==> config.mk <==
export PLATFORM = sky130hd
export DESIGN_NAME = alu_issue_ctrl_flat
export DESIGN_NICKNAME = d
export VERILOG_FILES = /design/src/rtl/alu_issue_if.sv /design/src/rtl/alu_issue_ctrl.sv /design/src/flat_wrapper.sv
export SDC_FILE = /design/constraint.sdc
export NUM_CORES = 1
export LEC_CHECK = 0
export CORE_ASPECT_RATIO = 0.9
export CORE_MARGIN = 2
export CORE_UTILIZATION = 40
export DETAILED_ROUTE_END_ITERATION = 16
export HOLD_SLACK_MARGIN = 0.08
export RECOVER_POWER = 100
export SLEW_MARGIN = 20
export SYNTH_ARGS = -nofsm -noshare
export SYNTH_HDL_FRONTEND = slang
export SYNTH_SLANG_ARGS = --single-unit
==> constraint.sdc <==
create_clock -name clk -period 2.5 [get_ports clk]
set_input_delay 0.375 -clock clk [delete_from_list [all_inputs] [get_ports clk]]
set_output_delay 0.375 -clock clk [all_outputs]
set_load 0.02 [all_outputs]
==> src/rtl/alu_issue_if.sv <==
// Handshake, ALU and debug signals shared by the issue controller and its environment.
interface alu_issue_if;
    logic [31:0] instruction;
    logic        instr_valid;
    logic        instr_ready;
    logic [7:0]  operand1;
    logic [7:0]  operand2;
    logic [2:0]  aluop;
    logic [7:0]  aluresult;
    logic        zero;
    logic        done;
    logic        illegal;
    logic        zero_flag;
    logic [2:0]  dbg_addr;
    logic [7:0]  dbg_data;

    modport master (
        input  instruction, instr_valid, aluresult, zero, dbg_addr,
        output instr_ready, operand1, operand2, aluop, done, illegal, zero_flag, dbg_data
    );

    modport slave (
        output instruction, instr_valid, aluresult, zero, dbg_addr,
        input  instr_ready, operand1, operand2, aluop, done, illegal, zero_flag, dbg_data
    );
endinterface

==> src/rtl/alu_issue_ctrl.sv <==
// Issue controller for the 8-bit ALU: accepts one instruction, reads the register file,
// drives the ALU, waits a fixed settle time and writes the result back.
module alu_issue_ctrl #(
    parameter int unsigned ALU_WAIT  = 1,
    parameter int unsigned MULT_WAIT = 3
) (
    input  logic      clk,
    input  logic      reset,
    alu_issue_if.master bus
);
    localparam int unsigned DATA_W   = 8;
    localparam int unsigned REG_N    = 8;
    localparam int unsigned MAX_WAIT = (MULT_WAIT > ALU_WAIT) ? MULT_WAIT : ALU_WAIT;
    localparam int unsigned CNT_W    = (MAX_WAIT > 1) ? $clog2(MAX_WAIT) : 1;

    typedef enum logic [1:0] {S_IDLE, S_ISSUE, S_WAIT} state_t;

    state_t              state_q, state_d;
    logic [31:0]         instr_q, instr_d;
    logic [DATA_W-1:0]   op1_q, op1_d;
    logic [DATA_W-1:0]   op2_q, op2_d;
    logic [2:0]          aluop_q, aluop_d;
    logic [CNT_W-1:0]    cnt_q, cnt_d;
    logic                done_q, done_d;
    logic                illegal_q, illegal_d;
    logic                zflag_q, zflag_d;
    logic [DATA_W-1:0]   regs_q [REG_N];
    logic                wr_en;

    logic [7:0]          opc;
    logic [2:0]          dest;
    logic [DATA_W-1:0]   src1, src2, imm;

    assign opc  = instr_q[31:24];
    assign dest = instr_q[18:16];
    assign src1 = regs_q[instr_q[10:8]];
    assign src2 = regs_q[instr_q[2:0]];
    assign imm  = instr_q[7:0];

    // Next-state, decode and writeback control.
    always_comb begin
        state_d   = state_q;
        instr_d   = instr_q;
        op1_d     = op1_q;
        op2_d     = op2_q;
        aluop_d   = aluop_q;
        cnt_d     = cnt_q;
        done_d    = 1'b0;
        illegal_d = 1'b0;
        zflag_d   = zflag_q;
        wr_en     = 1'b0;

        unique case (state_q)
            S_IDLE: begin
                if (bus.instr_valid) begin
                    instr_d = bus.instruction;
                    state_d = S_ISSUE;
                end
            end
            S_ISSUE: begin
                state_d = S_WAIT;
                cnt_d   = CNT_W'(ALU_WAIT - 1);
                unique case (opc)
                    8'h00: begin aluop_d = 3'b000; op2_d = imm; end
                    8'h01: begin aluop_d = 3'b000; op2_d = src2; end
                    8'h02: begin aluop_d = 3'b001; op1_d = src1; op2_d = src2; end
                    8'h03: begin aluop_d = 3'b001; op1_d = src1; op2_d = DATA_W'(~src2 + 8'd1); end
                    8'h04: begin aluop_d = 3'b010; op1_d = src1; op2_d = src2; end
                    8'h05: begin aluop_d = 3'b011; op1_d = src1; op2_d = src2; end
                    8'h06: begin
                        aluop_d = 3'b110; op1_d = src1; op2_d = src2;
                        cnt_d   = CNT_W'(MULT_WAIT - 1);
                    end
                    8'h07: begin aluop_d = 3'b101; op1_d = src1; op2_d = imm; end
                    8'h08: begin aluop_d = 3'b111; op1_d = src1; op2_d = imm; end
                    default: begin
                        illegal_d = 1'b1;
                        state_d   = S_IDLE;
                    end
                endcase
            end
            S_WAIT: begin
                if (cnt_q == '0) begin
                    wr_en   = 1'b1;
                    zflag_d = bus.zero;
                    done_d  = 1'b1;
                    state_d = S_IDLE;
                end else begin
                    cnt_d = cnt_q - CNT_W'(1);
                end
            end
            default: state_d = S_IDLE;
        endcase
    end

    always_ff @(posedge clk) begin
        if (reset) begin
            state_q   <= S_IDLE;
            instr_q   <= '0;
            op1_q     <= '0;
            op2_q     <= '0;
            aluop_q   <= '0;
            cnt_q     <= '0;
            done_q    <= 1'b0;
            illegal_q <= 1'b0;
            zflag_q   <= 1'b0;
        end else begin
            state_q   <= state_d;
            instr_q   <= instr_d;
            op1_q     <= op1_d;
            op2_q     <= op2_d;
            aluop_q   <= aluop_d;
            cnt_q     <= cnt_d;
            done_q    <= done_d;
            illegal_q <= illegal_d;
            zflag_q   <= zflag_d;
        end
    end

    // Register file; ALURESULT is only sampled on the final WAIT edge.
    always_ff @(posedge clk) begin
        if (reset) begin
            for (int i = 0; i < int'(REG_N); i++) regs_q[i] <= '0;
        end else if (wr_en) begin
            regs_q[dest] <= bus.aluresult;
        end
    end

    assign bus.instr_ready = (state_q == S_IDLE) & ~reset;
    assign bus.operand1    = op1_q;
    assign bus.operand2    = op2_q;
    assign bus.aluop       = aluop_q;
    assign bus.done        = done_q;
    assign bus.illegal     = illegal_q;
    assign bus.zero_flag   = zflag_q;
    assign bus.dbg_data    = regs_q[bus.dbg_addr];
endmodule

==> src/flat_wrapper.sv <==
// flat-port wrapper written by rule: the top's interface ports become plain ports
module alu_issue_ctrl_flat 
#(
    parameter int unsigned ALU_WAIT  = 1,
    parameter int unsigned MULT_WAIT = 3
)
  (clk, reset, bus_instruction, bus_instr_valid, bus_aluresult, bus_zero, bus_dbg_addr, bus_instr_ready, bus_operand1, bus_operand2, bus_aluop, bus_done, bus_illegal, bus_zero_flag, bus_dbg_data);
  alu_issue_if bus_i ();
  input  logic clk;
  input  logic reset;
  input wire logic [$bits(bus_i.instruction)-1:0] bus_instruction;
  input wire logic [$bits(bus_i.instr_valid)-1:0] bus_instr_valid;
  input wire logic [$bits(bus_i.aluresult)-1:0] bus_aluresult;
  input wire logic [$bits(bus_i.zero)-1:0] bus_zero;
  input wire logic [$bits(bus_i.dbg_addr)-1:0] bus_dbg_addr;
  output wire logic [$bits(bus_i.instr_ready)-1:0] bus_instr_ready;
  output wire logic [$bits(bus_i.operand1)-1:0] bus_operand1;
  output wire logic [$bits(bus_i.operand2)-1:0] bus_operand2;
  output wire logic [$bits(bus_i.aluop)-1:0] bus_aluop;
  output wire logic [$bits(bus_i.done)-1:0] bus_done;
  output wire logic [$bits(bus_i.illegal)-1:0] bus_illegal;
  output wire logic [$bits(bus_i.zero_flag)-1:0] bus_zero_flag;
  output wire logic [$bits(bus_i.dbg_data)-1:0] bus_dbg_data;
  assign bus_i.instruction = bus_instruction;
  assign bus_i.instr_valid = bus_instr_valid;
  assign bus_i.aluresult = bus_aluresult;
  assign bus_i.zero = bus_zero;
  assign bus_i.dbg_addr = bus_dbg_addr;
  assign bus_instr_ready = bus_i.instr_ready;
  assign bus_operand1 = bus_i.operand1;
  assign bus_operand2 = bus_i.operand2;
  assign bus_aluop = bus_i.aluop;
  assign bus_done = bus_i.done;
  assign bus_illegal = bus_i.illegal;
  assign bus_zero_flag = bus_i.zero_flag;
  assign bus_dbg_data = bus_i.dbg_data;
  alu_issue_ctrl #(.ALU_WAIT(ALU_WAIT), .MULT_WAIT(MULT_WAIT)) u_core (.clk(clk), .reset(reset), .bus(bus_i));
endmodule
* After elaboration in Yosys (flattened, before gate mapping)
Memory sizes are Yosys's and may differ from the RTL's. A register that Yosys moved wholly into a read port is not among the register bits.
Index checks and enable logic that the tools add are counted.
** Storage, ports and cells
- Register bits after elaboration :: 50
- RAM bits :: 64
- Input port bits :: 47
- Word-level logic and storage cells :: 71
- Memories :: 1
** Memories
- u_core.regs_q :: words 8, bits a word 8, rd ports 3, clocked after memory_dff 2, write ports 8, RTL line alu_issue_ctrl.sv:27 : logic [DATA_W-1:0] regs_q [REG_N];
** Cells by class
- $add $sub $neg :: 2
- Equal/unequal tests :: 13
- Muxes and demuxes :: 22
- Bitwise operators :: 4
- Reductions and logical operators :: 21
** Operator list (count)
- equality test 8 x 3 -> 1 bit, second input constant :: 4
- case mux 8 bit (3 select lines) :: 1
- case mux 3 bit (7 select lines) :: 1
- equality test 8 x 2 -> 1 bit, second input constant :: 2
- AND reduction 2 bit :: 7
- 2-to-1 mux 2 bit :: 5
- 2-to-1 mux 1 bit :: 9
- 2-to-1 mux 3 bit :: 3
- OR reduction 9 bit :: 1
- adder 8 x 1 -> 8 bit, second input constant :: 1
- equality test 8 x 1 -> 1 bit, second input constant :: 1
- equality test 8 x 4 -> 1 bit, second input constant :: 1
- zero test 8 bit :: 1
- 2-to-1 mux 8 bit :: 1
- inverter 8 bit :: 1
- OR reduction 8 bit :: 1
- nonzero test 7 bit :: 1
- OR reduction 7 bit :: 1
- case mux 2 bit (3 select lines) :: 1
- OR reduction 2 bit :: 3
- OR reduction 5 bit :: 1
- zero test 2 bit :: 2
- inequality test 2 bit, second input constant :: 2
- case mux 2 bit (2 select lines) :: 1
- other kinds (9) :: 10

* Logic depth before layout (Yosys ltp)
- Depth in word-level cells :: 8
- Gate-level depth with buffers :: 9

* Worst setup path after synthesis
No wires, ideal clock.
- Path kind :: input to output
- Start point :: in bus_dbg_addr[0]
- End point :: out bus_dbg_data[1]
- Arrival time :: 1.932 ns
- Required time :: 2.125 ns
- Setup slack :: 0.193 ns
- Cell stages on the path :: 4
- Path buffers :: 2
- Cell sequence :: clkbuf_1 > buf_2 > mux4_2 > mux2_2
** On the way
- Cells in the longest elaborated chain, start to end :: 1
** RTL lines
- from (decl) :: RTL line flat_wrapper.sv:15 : input wire logic [$bits(bus_i.dbg_addr)-1:0] bus_dbg_addr;
- memory read (8 x 8 bit)
- to (decl) :: RTL line flat_wrapper.sv:23 : output wire logic [$bits(bus_i.dbg_data)-1:0] bus_dbg_data;
No other way between the ends.

* Worst setup path after layout
- Start point :: in bus_dbg_addr[0]
- End point :: out bus_dbg_data[3]
The elaborated chain is that of the path after synthesis.

==> flow_metrics.tcl <==
set metrics [dict create \
    pin_count 78 \
    slew_viol_final 0 \
    io_buffers 67 \
    clkSlewWorstSetupHoldPaths_ps 60 \
    path_max_fanout 8 \
    placementRows 43 \
    grt_remaining_overflow 0 \
    grt_setup_unrepaired "false" \
    wl_met2_mm 7.29 \
    power_leakage_nw 2.82 \
    num-nets-final 659 \
    final_design_area_no_fill_mm2 0.00784 \
    clock-sinks 115 \
    synth.distinct_cells 54 \
    setup_viol 0 \
    synth_top_family_by_area "multiplexers" \
    synth_compound_area_share_pct 7.11 \
    clk_path_buf_depth 2 \
    core_mm2 0.0153 \
    dieHeight_um 122 \
    yosysMostFrequentCell "and2_1" \
    h-tree-depth 4 \
    yosysWarnings 0 \
    cp_data_arrival_time_ps 2070 \
    met1_length_mm 6.85 \
    ctsHoldBuffers 0 \
    synthMuxAreaShare_pct 22.6 \
    synth-simple-area-share_pct 19.0 \
    tightest_slew_ps 806 \
    status "complete, no violations" \
    ys_seq_area_share_pct 47.5 \
    die_w_um 135 \
    n_antenna_cell 0 \
    ys_top_cells_by_count "and2_1, nand2_1, edfxtp_1, dfxtp_1, mux4_2" \
    synthAdderAreaFrac_pct 0.404 \
    fmax_ghz 0.409 \
    grt_use_total_pct 19.7 \
    grt_start_max_net_pins 47 \
    yosysTopAreaCellShare_pct 31.0 \
    syn_area_mm2 0.00620 \
    fin_hold_ws_ps 327 \
    internal_power_mw 4.22 \
    num_vias 4484 \
    vias_per_cell 5.44 \
    synth_fp_nets 579 \
    period_share_pct 97.9 \
    clk_latency_ps 420 \
    clkPwrFrac_pct 47.0 \
    place_inst 792 \
    crit_path_end_kind "output pin" \
    routed_wl_mm 15.3 \
    maxUsedRoutingLayer "met4" \
    worstHoldStart "reset" \
    cts_tree "yes" \
    hpwlAfterDp_mm 11.7 \
    syn2layout_area_growth_pct 26.4 \
    cts_buffers 17 \
    place.gp.congestion 0.862 \
    netlist_instances 530 \
    finalCriticalPeriod_ps 2450 \
    dr.first_iter.drc_count 245 \
    firstDrtPassIters 5 \
    synth_edf_count 64 \
    synth-xor-area-share_pct 0.283 \
    clock-root-buffer "clkbuf_16" \
    ys_ff_latch 115 \
    drive_gt1_share_pct 18.1 \
    dpl-instance-area_mm2 0.00722 \
    drc 0 \
    slew_headroom_pct 44.9 \
    switching_share_pct 23.9 \
    drv_cap 0 \
    dr_wl_met3_um 813 \
    yosysTopAreaCell "edfxtp_1" \
    critPathKind "input port to output pin" \
    combPwrFrac_pct 13.7 \
    antenna_found_initial 0 \
    grt_pass1_vias 4557 \
    start_kind "input port" \
    power_density_mw_per_mm2 708 \
    postRouteAntennaNets 0 \
    avgRoutedWirePerCell_um 18.5 \
    required_ps 2120 \
    p_switching_mw 1.33 \
    grt_pass1_wl_mm 24.5 \
    hold_path_class "input port to register" \
    p_seq_share_pct 39.3 \
    synthTopCellsByArea "edfxtp_1, dfxtp_1, mux4_2" \
    dieArea_mm2 0.0165 \
    post_cts_buffers 0 \
    syn-mean-instance-area_um2 11.7 \
    finalClockSkew_ps 19.7 \
    ir_drop_mv 0.495 \
    start_util_pct 40.6 \
    async_flop_share_pct 0 \
    cp-startpoint "bus_dbg_addr[0]" \
    ys.flop_type "edfxtp_1" \
    final_cells 825 \
    fill_cells 1381 \
    hold_viol 0 \
]
-- worst max-delay path: stages --
cell	delay [ps]
dlygate4sd2_1	280
bufbuf_16	310
mux4_2	500
mux2_2	300
clkdlybuf4s15_1	290
-- layout make-up --
cell class / count / area, µm² / share of cell area [%]
timing repair buffer: 97 / 912 / 11.6
multi-input combinational: 373 / 3070 / 39.1
clock inverter: 15 / 213 / 2.71
tap: 202 / 253 / 3.23
inverter: 6 / 22.5 / 0.287
clock buffer: 17 / 425 / 5.43
sequential: 115 / 2950 / 37.6
-- cells by family (layout without fill, tap and decap cells) --
kind of cell	after synthesis	in the layout
AO/OA/AOI/OAI	69	69
XOR/XNOR	2	2
adder cells (fa/ha/maj)	2	2
buffers and inverters	42	135
flip-flops	115	115
multiplexers	76	76
AND/OR/NAND/NOR	224	224
-- power groups by stage --
stage	clock (mW)	sequential [mW]	combinational [mW]
final	2.61	2.18	0.759
after global routing	2.74	2.20	0.831
after detailed placement	0	2.22	0.780
after floorplan	0	2.19	0.508
after CTS	2.65	2.18	0.781
after global placement	0	2.21	0.768
-- path summary, 6_finish.rpt --
kind	endpoint	slack, ps	cells past startpoint
worst max-delay path	bus_dbg_data[3]	50	5
worst min-delay path	u_core.bus.done	330	2
worst max register to register	u_core.bus.operand2[7]	130	7
worst min register to register	u_core.bus.aluop[1]	450	2
-- layer usage --
metal  vias to the layer above  global-route usage, %
met3                        21                   5.12
met1                      2187                   25.4
met5                         -                      0
met4                         0                   7.23
li1                       2128                      -
met2                       148                   32.3
-- flip-flops by register name, summed over array words and instances, names as in the netlist, named ones only --
register              cells
u_core.instr_q           22
u_core.bus.operand2       8
u_core.bus.done           1
u_core.state_q            2
u_core.cnt_q              2
u_core.bus.aluop          3
u_core.bus.illegal        1
u_core.regs_q            64
u_core.bus.zero_flag      1
u_core.bus.operand1       8
-- metrics by stage --
stage	power (mW)	TNS, ps	utilization (%)	setup WS (ps)
after global placement	2.98	-2200	47.2	-299
after floorplan	2.69	0	-	193
after CTS	5.61	0	51.5	23.9
after global routing	5.76	0	51.3	14.8
final	5.55	0	51.3	53.0
after detailed placement	3.00	-2500	47.2	-334
-- cell usage in the layout (no fill, tap or decap), types with 8 or more instances in the layout --
master	Yosys	layout
edfxtp_1	64	64
and2_0	1	41
nand2b_1	8	8
mux4_2	44	44
nand2_1	65	65
a21oi_1	33	33
dfxtp_1	51	49
dlygate4sd2_1	0	8
nor2_1	42	42
clkdlybuf4s50_1	0	34
nor3_1	11	11
dlygate4sd3_1	0	23
and2_1	66	26
a211oi_1	12	12
mux2i_1	16	15
clkbuf_16	0	17
buf_4	1	13
mux2_2	11	8
clkbuf_1	19	11
-- what timing repair did --
action | in CTS | in global routing
gates cloned | 1 | 0
resized for setup | 10 | 4
endpoints found under the setup margin | 9 | 2
Note: power is estimated with default switching activity, not from simulation.
